## src/rtl/pc_unit.sv

```systemverilog
// -----------------------------------------------------------------------------
// pc_unit
//   Program-counter register for the pipelined CPU. Chooses the next PC from
//   the sequential incrementer, a decoded jump or a resolved branch. It holds
//   the PC on pipeline stalls, stops permanently on HALT until reset, and
//   supports debug single-stepping. It also counts every PC write for the
//   debug unit.
//
// Ports
//   clk           in   rising-edge clock
//   rst           in   asynchronous, active-high reset
//   pc_seq        in   pc_out + 1 from the external incrementer
//   jump          in   jump decoded in ID
//   jump_target   in   jump destination
//   branch_taken  in   branch resolved taken in EX
//   branch_target in   branch destination
//   stall         in   hazard unit freezes fetch
//   halt          in   HALT instruction decoded
//   debug_mode    in   1 = advance only on debug_step
//   debug_step    in   single-cycle step request
//   pc_out        out  current PC
//   pc_updated    out  1-cycle pulse after each PC write
//   halted        out  1 while in HALTED
//   update_count  out  PC writes since reset (wraps)
// -----------------------------------------------------------------------------
module pc_unit #(
  parameter int                   BUS_WIDTH = 32,
  parameter logic [BUS_WIDTH-1:0] RESET_PC  = '0,
  parameter int                   CNT_WIDTH = 32
) (
  input  logic                 clk,
  input  logic                 rst,
  input  logic [BUS_WIDTH-1:0] pc_seq,
  input  logic                 jump,
  input  logic [BUS_WIDTH-1:0] jump_target,
  input  logic                 branch_taken,
  input  logic [BUS_WIDTH-1:0] branch_target,
  input  logic                 stall,
  input  logic                 halt,
  input  logic                 debug_mode,
  input  logic                 debug_step,
  output logic [BUS_WIDTH-1:0] pc_out,
  output logic                 pc_updated,
  output logic                 halted,
  output logic [CNT_WIDTH-1:0] update_count
);

  localparam logic [1:0] ST_RUN       = 2'd0;
  localparam logic [1:0] ST_STEP_WAIT = 2'd1;
  localparam logic [1:0] ST_HALTED    = 2'd2;

  logic [1:0]           state_reg, state_next;
  logic [BUS_WIDTH-1:0] pc_reg, pc_next;
  logic                 pc_updated_reg;
  logic [CNT_WIDTH-1:0] count_reg;
  logic                 write_next;
  logic                 advance;

  // In RUN, the PC moves every cycle unless the debugger has taken over.
  // In STEP_WAIT, the PC moves only on a step request. A step that meets a
  // stall is consumed without moving the PC; it is not queued.
  assign advance = ((state_reg == ST_RUN) && !debug_mode) ||
                   ((state_reg == ST_STEP_WAIT) && debug_step);

  always_comb begin
    pc_next    = pc_reg;
    state_next = state_reg;
    write_next = 1'b0;

    case (state_reg)
      ST_RUN:       if (debug_mode)  state_next = ST_STEP_WAIT;
      ST_STEP_WAIT: if (!debug_mode) state_next = ST_RUN;
      default:      state_next = ST_HALTED;   // HALTED is sticky
    endcase

    if (advance) begin
      if (branch_taken) begin
        // The branch belongs to an older instruction. It overrides a stall
        // and squashes a younger HALT.
        pc_next    = branch_target;
        write_next = 1'b1;
      end else if (halt) begin
        // HALT suppresses the write that would otherwise happen this cycle.
        state_next = ST_HALTED;
      end else if (jump && !stall) begin
        pc_next    = jump_target;
        write_next = 1'b1;
      end else if (!stall) begin
        pc_next    = pc_seq;
        write_next = 1'b1;
      end
    end
  end

  always_ff @(posedge clk or posedge rst) begin
    if (rst) begin
      state_reg      <= ST_RUN;
      pc_reg         <= RESET_PC;
      pc_updated_reg <= 1'b0;
      count_reg      <= '0;
    end else begin
      state_reg      <= state_next;
      pc_reg         <= pc_next;
      pc_updated_reg <= write_next;
      count_reg      <= count_reg + CNT_WIDTH'(write_next);
    end
  end

  assign pc_out       = pc_reg;
  assign pc_updated   = pc_updated_reg;
  assign halted       = (state_reg == ST_HALTED);
  assign update_count = count_reg;

endmodule

```

## config.mk

```make
export PLATFORM = sky130hd
export DESIGN_NAME = pc_unit
export DESIGN_NICKNAME = d
export VERILOG_FILES = /design/src/rtl/pc_unit.sv
export SDC_FILE = /design/constraint.sdc
export NUM_CORES = 1
export LEC_CHECK = 0
export BUFFER_PORTS_ARGS = -buffer_cell sky130_fd_sc_hd__buf_2
export CORE_UTILIZATION = 45
export CTS_CLUSTER_DIAMETER = 150
export DETAILED_ROUTE_END_ITERATION = 12
export PLACE_DENSITY = 0.84
export SYNTH_ARGS = -nofsm -noshare
export SYNTH_HDL_FRONTEND = slang
export SYNTH_SLANG_ARGS = --single-unit
```

## constraint.sdc

```tcl
create_clock -name clk -period 3.61 [get_ports clk]
set_clock_uncertainty 0.15 [all_clocks]
set_input_delay 0 -clock clk [delete_from_list [all_inputs] [get_ports clk]]
set_output_delay 0 -clock clk [all_outputs]
set_load 0.03 [all_outputs]
```

After elaboration in Yosys (flattened, before gate mapping)
Cells that the tools add are included.
{"block": "op_classes", "add_sub_neg": 1, "n_eq_ne": 4, "muxes": 15, "n_reduce_logical": 8}
{"cell": "$mux 32", "count": 4}
{"cell": "$add 32x1->32", "count": 1}
{"cell": "$mux 2", "count": 5}
{"cell": "$mux 1", "count": 5}
{"cell": "$pmux 2 s2", "count": 1}
{"cell": "$logic_and 1x1->1", "count": 3}
{"cell": "$ne 3x2->1 const B", "count": 1}
{"cell": "$reduce_and 3->1", "count": 1}
{"cell": "$eq 2x1->1 const B", "count": 1}
{"cell": "$eq 2x2->1 const B", "count": 1}
{"cell": "$logic_not 1->1", "count": 2}
{"cell": "$logic_not 2->1", "count": 1}
{"cell": "$ne 2x2->1 const B", "count": 1}
{"cell": "$logic_or 1x1->1", "count": 1}
{"block": "totals", "register_bits": 67, "input_bits": 104, "output_inout_bits": 66}

Longest topological paths before layout
{"block": "depth", "word_depth": 7, "depth_mapped": 12, "ltp_nobuf": 10}

Worst setup path before layout
OpenSTA, ideal clock, no wires.
{"block": "synth_timing", "kind": "reg2reg", "from": "register state_reg[0]", "to": "register count_reg[26], in the netlist update_count[26]", "setup_time_ns": 0.135, "arrival_time_ns": 2.360, "t_required_ns": 3.325, "path_slack_ns": 0.965, "path_stages_with_launch": 12, "path_buffers": 2, "period_less_slack_ns": 2.645, "path_cell_list": "dfrtp_1 mux2i_1 or3_1 clkbuf_1 clkbuf_1 inv_1 ha_1 ha_1 nand2_1 nor3_4 nand3_1 xnor2_1"}
{"block": "synth_between", "elab_chain_cells": 5, "word_cells_on_any_way": 7, "classes_between": "add/sub (1); eq/ne (1); mux (1); reduce/logical (4)"}
{"element": "start: declaration", "line_no": "52", "text": "logic [1:0] state_reg, state_next;"}
{"element": "start signal: assignment", "line_no": "102", "text": "state_reg <= state_next;"}
{"element": "$eq 2x1->1 or $logic_not 2->1 (tied branches)", "line_no": "63, 62"}
{"element": "$logic_and 1x1->1 (on tied branches)", "line_no": "63, 62"}
{"element": "$logic_or 1x1->1 *", "line_no": "62", "text": "assign advance = ((state_reg == ST_RUN) && !debug_mode) ||"}
{"element": "$mux 1 *", "line_no": "76", "text": "if (advance) begin"}
{"element": "via write_next", "line_no": "56", "text": "logic write_next;"}
{"element": "$add 32x1->32 *", "line_no": "105", "text": "count_reg <= count_reg + CNT_WIDTH'(write_next);"}
{"element": "end signal: assignment", "line_no": "105"}
{"element": "end: declaration", "line_no": "55", "text": "logic [CNT_WIDTH-1:0] count_reg;"}
Mark *: on every way through the listed nets, which the timed path passes. The rest lies on a longest branch.
A chain may end at the register's enable or synchronous reset.

Final worst setup path
{"block": "layout_timing", "from": "input port stall", "to": "register count_reg[28], in the netlist update_count[28]"}
{"block": "layout_between", "elab_chain_cells": 7, "word_cells_on_any_way": 8, "classes_between": "add/sub (1); mux (5); reduce/logical (2)"}
{"element": "start: declaration", "line_no": "38", "text": "input logic stall,"}
{"element": "$logic_not 1->1"}
{"element": "$logic_and 1x1->1", "line_no": "85", "text": "end else if (jump && !stall) begin"}
{"element": "$mux 1 *", "line_no": "85"}
{"element": "$mux 1 *", "line_no": "82", "text": "end else if (halt) begin"}
{"element": "$mux 1 *", "line_no": "77", "text": "if (branch_taken) begin"}
{"element": "$mux 1 *", "line_no": "76"}
{"element": "via write_next", "line_no": "56"}
{"element": "$add 32x1->32 *", "line_no": "105"}
Marks and branches as above.

==> key figures <==
Global route
  • Largest net degree at the start of global routing: 66
  • Initial antenna violation count: 0
  • Vias in the first global route: 3,624
  • Tot GR Track Use: 28.8%
  • Overflow after GRT: 0
  • Global-route wire length before repair: 16.8 mm

Route
  • Routed Antenna Nets: 0
  • Initial DRT Pass Iterations: 7
  • Via count: 3,503
  • DRC: 0
  • Drt wl/cell: 15.6 microns
  • DR iter-0 viols: 127
  • Drt total wl: 10.6 mm
  • Via-per-instance ratio: 5.15

Min path
  • Hold Crit Class: input pin to flop
  • Hold path endpoint: pc_updated$_DFF_PP0_
  • Hold path cells: 4
  • Hold Startpoint: debug_step

Setup path
  • CP Data Required Time: 3.69 ns
  • Worst reg2reg endpoint: update_count[28]$_DFF_PP0_
  • CP max-delay cell: dlygate4sd3_1
  • Worst setup path class: input pin to flop
  • Crit-path max cell delay: 0.55 ns
  • Data arrival, critical path: 3.22 ns
  • FF-to-FF Start: state_reg[0]$_DFF_PP0_
  • R2R depth: 9
  • Worst-path cell chain: dlygate4sd3_1 > buf_2 > nor2_1 > nor2_1 > dlygate4sd3_1 > or3_2 > inv_1 > ha_1 > ha_1 > nand2_1 > nor3_4 > nand3_1 > xnor2_1
  • Delay-heaviest family, CP: buffers and inverters
  • Worst-path maximum fanout: 8
  • Worst Setup Start Kind: input pin
  • R2r setup slk: 0.90 ns
  • CP Capture Type: flop
  • Crit path buf inv count: 4

Place
  • Placed cell count: 593
  • HPWL Detailed: 6.28 mm
  • Place WS: 1.01 ns
  • Gp weighted congestion: 0.787
  • Input/output buffers: 169

Clock tree
  • Clock-pin slew on the worst setup and hold paths: 0.07 ns
  • Longest Clk Path Bufs: 2
  • CTS tree: yes
  • Clock sink count: 67
  • Resized cells post-CTS: 0
  • Clk Latency, worst-skew pair: 0.34 ns
  • CTS H-tree depth: 3
  • Root Buffer: clkbuf_8
  • CTS Buf Count: 9

Synth
  • Seq/Total Area, Yosys: 51.0%
  • Syn Nets: 451
  • Yosys cell types: 25
  • Mapped Area: 0.00329 sq mm
  • Synth Area per Inst: 9.56 sq um
  • FF+latch count, synth: 67
  • Mapped Cells: 344
  • Yosys warnings: 0

Timing
  • RSZ-0062 raised after global routing: false
  • Slew @ Worst Pin: 1.07 ns
  • Setup TNS: 0 ns
  • Final worst setup slack: 0.464 ns
  • Final period util: 87.1%
  • Minimum clock period: 3.15 ns
  • Max Freq: 318 MHz
  • Slew Viols, Final: 0
  • Setup violators final: 0
  • Hold Vio Cnt, Final: 0
  • Max_slew headroom: 29.0%

Layout
  • Layout cells sized above 1: 33.2%
  • Post-layout net count: 686
  • Sequential cell area: 0.00168 sq mm
  • Fill cell count: 469
  • Final Core Density: 74.1%
  • Post-Layout Cell Count: 680
  • Area grow syn2layout: 56.3%
  • N_diodes: 0
  • Area occupied by multi-input gates: 0.00153 sq mm

Power and ir drop
  • P per Cell Area: 514 mW/mm^2
  • Switching part of the total: 38.1%
  • Peak supply drop: 364 uV
  • LEAKAGE: 2.77 nW
  • Clock power share: 26.7%
  • Cell Int Power: 1.63 mW
  • Net Switching: 1.01 mW
  • Seq pwr share: 38.9%
  • Combinational share of power: 34.4%

Floorplanning
  • DIE WIDTH: 87.5 microns
  • Io pins: 170
  • Die Height: 87.5 microns
  • CORE AREA: 0.00694 sq mm
  • Row count: 30
  • Starting density of the core: 47.4%
  • Die area: 0.00766 sq mm

Run
  • Total of max-cap violations: 0

Outcome
  • Outcome: complete, no violations
## layout by cell type (no fill, tap or decap), types with 3 or more instances in the layout
cell / netlist / routed
nor2_1: 39 / 39
buf_4: 0 / 3
mux2i_1: 33 / 33
nand4_1: 3 / 3
buf_2: 4 / 169
clkbuf_8: 0 / 10
dlygate4sd3_1: 0 / 71
xnor2_1: 24 / 24
dfrtp_1: 67 / 67
nor3_1: 3 / 3
o21ai_0: 32 / 32
xor2_1: 6 / 6
and4_1: 4 / 4
nand2_1: 46 / 46
ha_1: 3 / 3
inv_1: 4 / 3
nand3_1: 14 / 14
a21oi_1: 32 / 32
and3_1: 5 / 5
## Yosys cell counts
cell type / number / area, sq um
dfrtp_1: 67 / 1680
nand2_1: 46 / 173
nor2_1: 39 / 146
mux2i_1: 33 / 330
a21oi_1: 32 / 160
o21ai_0: 32 / 160
xnor2_1: 24 / 210
nand3_1: 14 / 70.1
clkbuf_1: 13 / 48.8
xor2_1: 6 / 52.6
and3_1: 5 / 31.3
and4_1: 4 / 35.0
buf_2: 4 / 20.0
inv_1: 4 / 15.0
ha_1: 3 / 37.5
nand4_1: 3 / 18.8
nor3_1: 3 / 15.0
buf_1: 2 / 7.51
nand2b_1: 2 / 12.5
nor3_2: 2 / 20.0
or3_1: 2 / 12.5
and2_1: 1 / 6.26
nor2b_1: 1 / 6.26
nor3_4: 1 / 16.3
o21bai_1: 1 / 7.51
## timing repair
| item | in CTS | in global routing |
|---|---|---|
| hold endpoints to repair | 77 | 0 |
| setup endpoints to repair | 0 | 0 |
| hold buffers | 71 | 0 |
| setup buffers | 0 | 0 |
## per-stage QoR
step / cell area, sq um / hold slack, ns / power (mW)
6_report: 5140 / 0.0560 / 2.64
5_1_grt: 5140 / 0.0791 / 2.76
4_1_cts: 5140 / 0.0261 / 2.62
3_5_place_dp: 4210 / 0.0995 / 1.84
3_3_place_gp: 4210 / 0.0874 / 1.81
2_1_floorplan: 3290 / -0.0176 / 1.55
## metal layers
layer	part of all wire, %	global-route usage, %	wire, microns	up-vias
met5	0	0	0	-
met4	2.2	13.4	229	0
met3	7.4	6.45	791	26
met2	51	50.3	5420	172
met1	39	33.4	4190	1667
li1	-	-	-	1638
## cell type report
class                   count  share of cell area, %
clock buffers              10                   2.68
clock inverters             6                   1.73
inverters                   4                  0.292
multi-input cells         254                   29.7
flip-flops and latches     67                   32.6
well taps                  96                   2.34
repair buffers            243                   30.7
## kinds of logic (layout without fill, tap and decap cells)
kind of cell | after synthesis | after routing | synth area share [%]
AOI/OAI and AO/OA | 65 | 65 | 9.97
DFF | 67 | 67 | 51.0
muxes | 33 | 33 | 10.0
xor gates and xnor gates | 30 | 30 | 7.99
and+or+nand+nor | 123 | 123 | 17.1
adders and majority gates | 3 | 3 | 1.14
buffers and inverters | 23 | 263 | 2.78
## power by group through the flow
stage | clock [mW] | combinational, mW | sequential, mW
floorplan | 0 | 0.177 | 1.37
global placement | 0 | 0.792 | 1.02
detailed placement | 0 | 0.812 | 1.03
CTS | 0.714 | 0.884 | 1.02
global route | 0.745 | 0.964 | 1.05
finish | 0.705 | 0.908 | 1.03
## worst max-delay path by stage
stage	slack [ns]	start	end	cells after the start
after floorplan	0.97	state_reg[0]$_DFF_PP0_	update_count[26]$_DFF_PP0_	11
after global placement	1.13	state_reg[0]$_DFF_PP0_	update_count[26]$_DFF_PP0_	9
after detailed placement	1.01	state_reg[0]$_DFF_PP0_	update_count[22]$_DFF_PP0_	9
after CTS	0.52	stall	update_count[28]$_DFF_PP0_	13
after global routing	0.29	halt	update_count[28]$_DFF_PP0_	13
final	0.46	stall	update_count[28]$_DFF_PP0_	13
## tightest hold or removal path: stages
cell and delay [ns]:
buf_2 0.10, mux2i_1 0.17, or3_2 0.15, inv_1 0.07
Note: power is estimated with default switching activity, not from simulation.
